==> src/rtl/priority_encoder_32.sv <==
// Sequential 32-to-5 priority encoder: captures a request vector and hands out
// the index of each set bit, lowest first, one per valid/ready handshake.
module priority_encoder_32 #(
  parameter int unsigned WIDTH = 32,
  parameter int unsigned SEL_W = 5
) (
  input  logic             clock,
  input  logic             reset,
  input  logic             enable,
  input  logic             load,
  input  logic [WIDTH-1:0] req_in,
  input  logic             out_ready,
  output logic             out_valid,
  output logic [SEL_W-1:0] select,
  output logic [WIDTH-1:0] pending,
  output logic [SEL_W:0]   served_count,
  output logic             busy,
  output logic             done
);

  typedef enum logic {
    IDLE,
    SCAN
  } state_t;

  state_t state_q;
  state_t state_d;

  logic take;
  logic accept;
  logic last;

  always_comb begin
    take   = enable & load & (state_q == IDLE);
    accept = enable & out_ready & (state_q == SCAN);
    // Exactly one bit left when clearing the lowest set bit leaves zero.
    last   = ((pending & (pending - WIDTH'(1))) == '0);
  end

  // Lowest-indexed set bit wins; scanning downward lets the lowest overwrite.
  always_comb begin
    select = '0;
    for (int unsigned i = WIDTH; i > 0; i--) begin
      if (pending[i-1]) begin
        select = SEL_W'(i - 1);
      end
    end
  end

  always_ff @(posedge clock or posedge reset) begin
    if (reset) begin
      state_q <= IDLE;
    end else begin
      state_q <= state_d;
    end
  end

  always_comb begin
    state_d = state_q;
    unique case (state_q)
      IDLE: if (take && (req_in != '0)) state_d = SCAN;
      SCAN: if (accept && last) state_d = IDLE;
      default: state_d = IDLE;
    endcase
  end

  always_comb begin
    out_valid = (state_q == SCAN);
    busy      = (state_q == SCAN);
  end

  always_ff @(posedge clock or posedge reset) begin
    if (reset) begin
      pending      <= '0;
      served_count <= '0;
      done         <= 1'b0;
    end else begin
      done <= (take && (req_in == '0)) || (accept && last);
      if (take) begin
        pending      <= req_in;
        served_count <= '0;
      end else if (accept) begin
        pending      <= pending & ~(WIDTH'(1) << select);
        served_count <= served_count + 1'b1;
      end
    end
  end

endmodule
==> config.mk <==
export PLATFORM = sky130hd
export DESIGN_NAME = priority_encoder_32
export DESIGN_NICKNAME = d
export VERILOG_FILES = /design/src/rtl/priority_encoder_32.sv
export SDC_FILE = /design/constraint.sdc
export NUM_CORES = 1
export LEC_CHECK = 0
export CORE_MARGIN = 2
export CORE_UTILIZATION = 40
export DETAILED_ROUTE_END_ITERATION = 10
export HOLD_SLACK_MARGIN = 0.1
export PLACE_DENSITY = 0.72
export SETUP_SLACK_MARGIN = 0.5
export SYNTH_ARGS = -nofsm -noshare
export SYNTH_HDL_FRONTEND = slang
export SYNTH_SLANG_ARGS = --single-unit
==> constraint.sdc <==
create_clock -name clock -period 2.6 [get_ports clock]
set_input_delay 0.52 -clock clock [delete_from_list [all_inputs] [get_ports clock]]
set_output_delay 0.52 -clock clock [all_outputs]
set_load 0.01 [all_outputs]
Yosys cells after proc, flatten, opt, wreduce, memory -nomap -nowiden

Cells that the tools add are included.

Bits of input ports: 37
Register bits after elaboration: 40
Logic and storage cells: 62
Output and inout bits: 46

Reductions and logical operators: 8
Add/subtract/negate cells: 2
Bitwise logic cells: 8
Shift-type cells: 1
Mux-type cells: 39

Operators with widths:

| kind                                                | number |
|---|---|
| two-way mux 5 bit                                   | 32 |
| bitwise AND 32 bit                                  | 2 |
| zero test 32 bit                                    | 2 |
| two-way mux 32 bit                                  | 2 |
| inverter 32 bit                                     | 1 |
| nonzero test 32 bit                                 | 1 |
| left shift 1 x 5 -> 32 bit (first input constant)   | 1 |
| subtractor 32 x 1 -> 32 bit (second input constant) | 1 |
| two-way mux 6 bit                                   | 2 |
| adder 6 x 1 -> 6 bit (second input constant)        | 1 |
| bitwise AND 1 bit                                   | 4 |
| logical AND 1 bit                                   | 3 |
| two-way mux 1 bit                                   | 2 |
| one-hot mux 1 bit (2 select lines)                  | 1 |
| nonzero test 2 bit                                  | 1 |
| logical OR 1 bit                                    | 1 |
| inverter 1 bit                                      | 1 |

Depth between registers and ports, before layout

Depth in word-level cells: 37
Depth in mapped cells: 9
Mapped depth without buffers: 8

Worst setup path after synthesis

No wires, ideal clock.

Path type: reg-to-reg
From: reg pending[0]
To: reg state_q (netlist: busy)
Setup time: 0.133 ns
Cell stages (with the launch flop): 10
Slack: -0.299 ns
Clock period less this slack: 2.899 ns
Data arrival time: 2.766 ns
Path through: dfrtp_1 > buf_6 > or4_4 > or3_1 > maj3_2 > a2bb2oi_2 > a2111oi_4 > nand4_1 > a2111oi_2 > o22ai_1

Cells in the longest elaborated chain, start to end: 6

RTL lines:

| what                                 | RTL line | RTL |
|---|---|---|
| start: declaration                   | 15       | `output logic [WIDTH-1:0] pending,` |
| start signal: assignment             | 80       | `pending <= req_in;` |
| start signal: assignment             | 83       | `pending <= pending & ~(WIDTH'(1) << select);` |
| subtractor 32 x 1 -> 32 bit          | 37       | `last = ((pending & (pending - WIDTH'(1))) == '0);` |
| bitwise AND 32 bit *                 | 37       |  |
| zero test 32 bit *                   | 37       |  |
| logical AND 1 bit *                  | 62       | `SCAN: if (accept && last) state_d = IDLE;` |
| two-way mux 1 bit *                  | 62       |  |
| one-hot mux 1 bit (2 select lines) * | 60       | `unique case (state_q)` |
| net state_d                          | 27       | `state_t state_d;` |
| end signal: assignment               | 54       | `state_q <= state_d;` |
| end: declaration                     | 26       | `state_t state_q;` |

The timed path passes the listed nets; every way through them passes the cells marked *.
A chain may end at the register's enable or synchronous reset.

Worst setup path in the final report

From: reg pending[27]
To: reg state_q (netlist: busy)

Same word-level chain as after synthesis.

==> metrics.md <==
| Metric | Value |
|---|---|
| Detailed-route DRC error count | 0 |
| Synth top area cells | dfrtp_1, o21ai_0, mux2i_1, nand2_1, a21oi_1 |
| Aggregate global routing overflow | 0 |
| Instance area at placement | 4533 um2 |
| CP cell instances | or4_4 > buf_6 > o211ai_1 > and2_4 > a21oi_1 > buf_4 > nor3_1 > a21oi_1 > a2111oi_4 > o22ai_1 |
| Fraction of power consumed by combinational cells | 77.0% |
| Antenna viol nets, final | 0 |
| Async SR Flop Fraction | 100.0% |
| # rows | 30 |
| Maximum number of pins on one net before global-route repair | 53 |
| Worst-case headroom to the max-slew limit | 64.18% |
| Cell accounting for the most synthesized area | dfrtp_1 |
| Final total negative setup slack | -0.9430 ns |
| Clock sinks | 40 |
| Share of synthesized area occupied by flip-flops and latches | 35.38% |
| Synthesized netlist net count | 378 |
| Hold path endpoint | served_count[5] |
| Source-to-sink clock delay at the later pin of the worst-skew pair | 0.31 ns |
| Clock Path Buffers | 2 |
| CP Data Arrival Time | 3.03 ns |
| Most Frequent Cell on Critical Path | a21oi_1 |
| Proportion of layout cells with a drive suffix above 1 | 48.19% |
| Final setup fails | 9 |
| Least-Margin Pin Slew | 0.5324 ns |
| Initial Utilization | 41.41% |
| Number of I/O pins | 83 |
| WHS Path Cells | 2 |
| Startpoint of the lowest-slack hold path | served_count[5] |
| Die Width | 88.10 um |
| Worst path buffer plus inverter count | 2 |
| CP max stage cell | or4_4 |
| CP Max Fanout | 4 |
| TritonCTS clock tree | built |
| Fraction of power spent switching nets | 44.82% |
| Number of enable-type register cells in the synthesized netlist | 0 |
| Number of antenna violations at the first check in global routing | 0 |
| Net Switching | 3.633 mW |
| Max VDD drop | 768.1 uV |
| Hold-fix buffers, CTS | 0 |
| Clock period minus final worst setup slack | 2.847 ns |
| Post-synthesis area per instance | 8.320 um2 |
| Classification of the worst-slack hold path | reg -> reg |
| Average detailed-routed wire length per instance | 21.26 um |
| RSZ-0062 raised after global routing | true |
| Total via count in the routed design | 3890 |
| Total core area | 6832 um2 |
| Most frequently used cell type in the post-synthesis netlist | o21ai_0 |
| Endpoint required time on the critical path | 2.78 ns |
| Setup slack at placement | -0.2814 ns |
| Peak per-stage delay on the critical path | 0.59 ns |
| Filler Cells Inserted | 424 |
| Clock-pin slew on the worst setup and hold paths | 0.09 ns |
| Starting DRC count in detailed routing | 317 |
| Slack of the worst reg-to-reg path | -0.25 ns |
| Final nets | 591 |
| Layout overhead on the synthesized area | 99.34% |
| WL final | 13820 um |
| Reg2reg start | pending[27] |
| Share of Yosys cell area claimed by the top area cell type | 35.38% |
| Routability Congestion | 0.9121 |
| Final count of hold timing violations | 0 |
| Yosys warns | 0 |
| Final HPWL DP | 9242 um |
| Post-Syn Area | 2829 um2 |
| Total non-filler cell area in the finished layout | 5639 um2 |
| Ys flop type | dfrtp_1 |
| PnR worst setup slack | -0.2471 ns |
| Family of cells with the greatest summed delay on the critical path | simple AND/OR/NAND/NOR gates |
| Seq pwr share | 15.8% |
| Flops & latches, synth | 40 |
| PortBufs | 82 |
| Startpoint type of the worst setup path | flop |
| Total power density per cell area | 1437 nW/um2 |
| Sequential cell area in the final layout | 1008 um2 |
| Outcome | finished with violations |
| Power Internal | 4.473 mW |
| H-tree depth | 2 |
| Length in cells of the worst reg-to-reg path | 10 |
| Leakage power total | 2.279 nW |
| Worst clock skew on the final layout | 0.01211 ns |
| Chip Height | 88.10 um |
| Number of global-route vias before repair | 3894 |
| Count of unique library cells instantiated by Yosys | 62 |
| Overall fraction of global-route tracks in use | 34.01% |
| Number of CTS-inserted buffers | 5 |
| Footprint of the multi-input gates | 2272 um2 |
| Setup Crit Path Kind | reg -> reg |
| CP endpoint kind | flop |
| Proportion of power drawn by the clock network | 7.2% |
| Peak clock frequency supported by timing | 0.3512 GHz |
| Synth top cells by count | o21ai_0, dfrtp_1, nand2_1, nor2_1, a21oi_1 |
| Diode count | 0 |
| Global-route wire length before repair | 19820 um |
| Maximum Capacitance Violations | 0 |
| Vias per cell | 5.985 |
| Final clock period utilization by the worst path | 109.5% |
| Synthesized netlist cell count | 340 |
| Total Die Area | 7761 um2 |
| Failing checks | negative setup slack |
| DR pass1 iterations | 5 |
| Root Driver | clkbuf_8 |
| Reg2Reg Capture Point | busy |
| Final Max Slew Viols | 0 |
## layout by cell type, fill, tap and decap left out, types with 11 or more instances in the layout
cell	count
buf_4	108
clkdlybuf4s50_1	76
dfrtp_1	34
buf_6	34
nand2_1	26
nor2_1	21
o21ai_2	16
o21ai_1	16
mux2i_1	15
a21oi_2	14
nor4_1	11
## metal layers
layer	routed length [um]	up-vias	global-route usage, %	share of wire (%)
met5	0	-	0	0
met4	802	0	18.18	5.8
met3	866	61	5.090	6.3
met2	6656	204	58.06	48
met1	5491	1905	41.27	40
li1	-	1720	-	-
## logic make-up after synthesis
| logic type | synth area share [%] |
|---|---|
| fa+ha+maj | 0.8402 |
| simple gates | 26.80 |
| buf+inv | 4.820 |
| mux | 5.307 |
| compound gates | 25.61 |
| flops | 35.38 |
| xor+xnor | 1.239 |
## timing repair
item / 4_1_cts / 5_1_grt
buffers inserted: 27 / 15
pin swaps: 41 / 38
resized for setup: 158 / 56
endpoints found under the setup margin: 39 / 39
## registers in the layout, indices dropped and copies added (netlist names)
signal / flops
busy: 1
done: 1
pending: 32
served_count: 6
## layout make-up
| class | instances | share of cell area [%] |
|---|---|---|
| Clock buffer | 7 | 1.708 |
| Clock inverter | 1 | 0.5325 |
| Inverter | 9 | 0.5991 |
| Multi-Input combinational cell | 271 | 40.29 |
| Sequential cell | 40 | 17.88 |
| Tap cell | 96 | 2.130 |
| Timing Repair Buffer | 226 | 36.85 |
## worst max path at each step
stage / start / endpoint / slack (ns) / cells after the start
2_1_floorplan: pending[4] / busy / -0.26 / 9
3_3_place_gp: pending[15] / busy / -0.33 / 10
3_5_place_dp: pending[24] / busy / -0.28 / 8
4_1_cts: pending[7] / busy / -0.16 / 9
5_1_grt: pending[27] / busy / -0.30 / 9
6_report: pending[27] / busy / -0.25 / 10
## metrics by stage
step | total power [mW] | utilization, % | std cells | hold slack (ns)
2_1_floorplan | 3.078 | - | 340 | 0.5778
3_3_place_gp | 5.550 | 66.36 | 600 | 0.5586
3_5_place_dp | 5.577 | 66.36 | 600 | 0.5794
4_1_cts | 7.167 | 77.14 | 635 | 0.5903
5_1_grt | 8.427 | 82.55 | 650 | 0.6329
6_report | 8.106 | 82.55 | 650 | 0.5865
## tightest hold or removal path: cells and delay by family (launching register included)
| family | cells | cell delay [ns] |
|---|---|---|
| AO/OA/AOI/OAI | 2 | 0.14 |
| flip-flops | 1 | 0.41 |
## power by group through the flow
stage | Clock, mW | Sequential (mW) | Combinational (mW)
floorplan | 0 | 1.36 | 1.71
global placement | 0 | 1.24 | 4.31
detailed placement | 0 | 1.25 | 4.32
CTS | 0.585 | 1.25 | 5.33
global route | 0.603 | 1.31 | 6.51
finish | 0.585 | 1.28 | 6.24
Power figures use the tool's default switching activity.
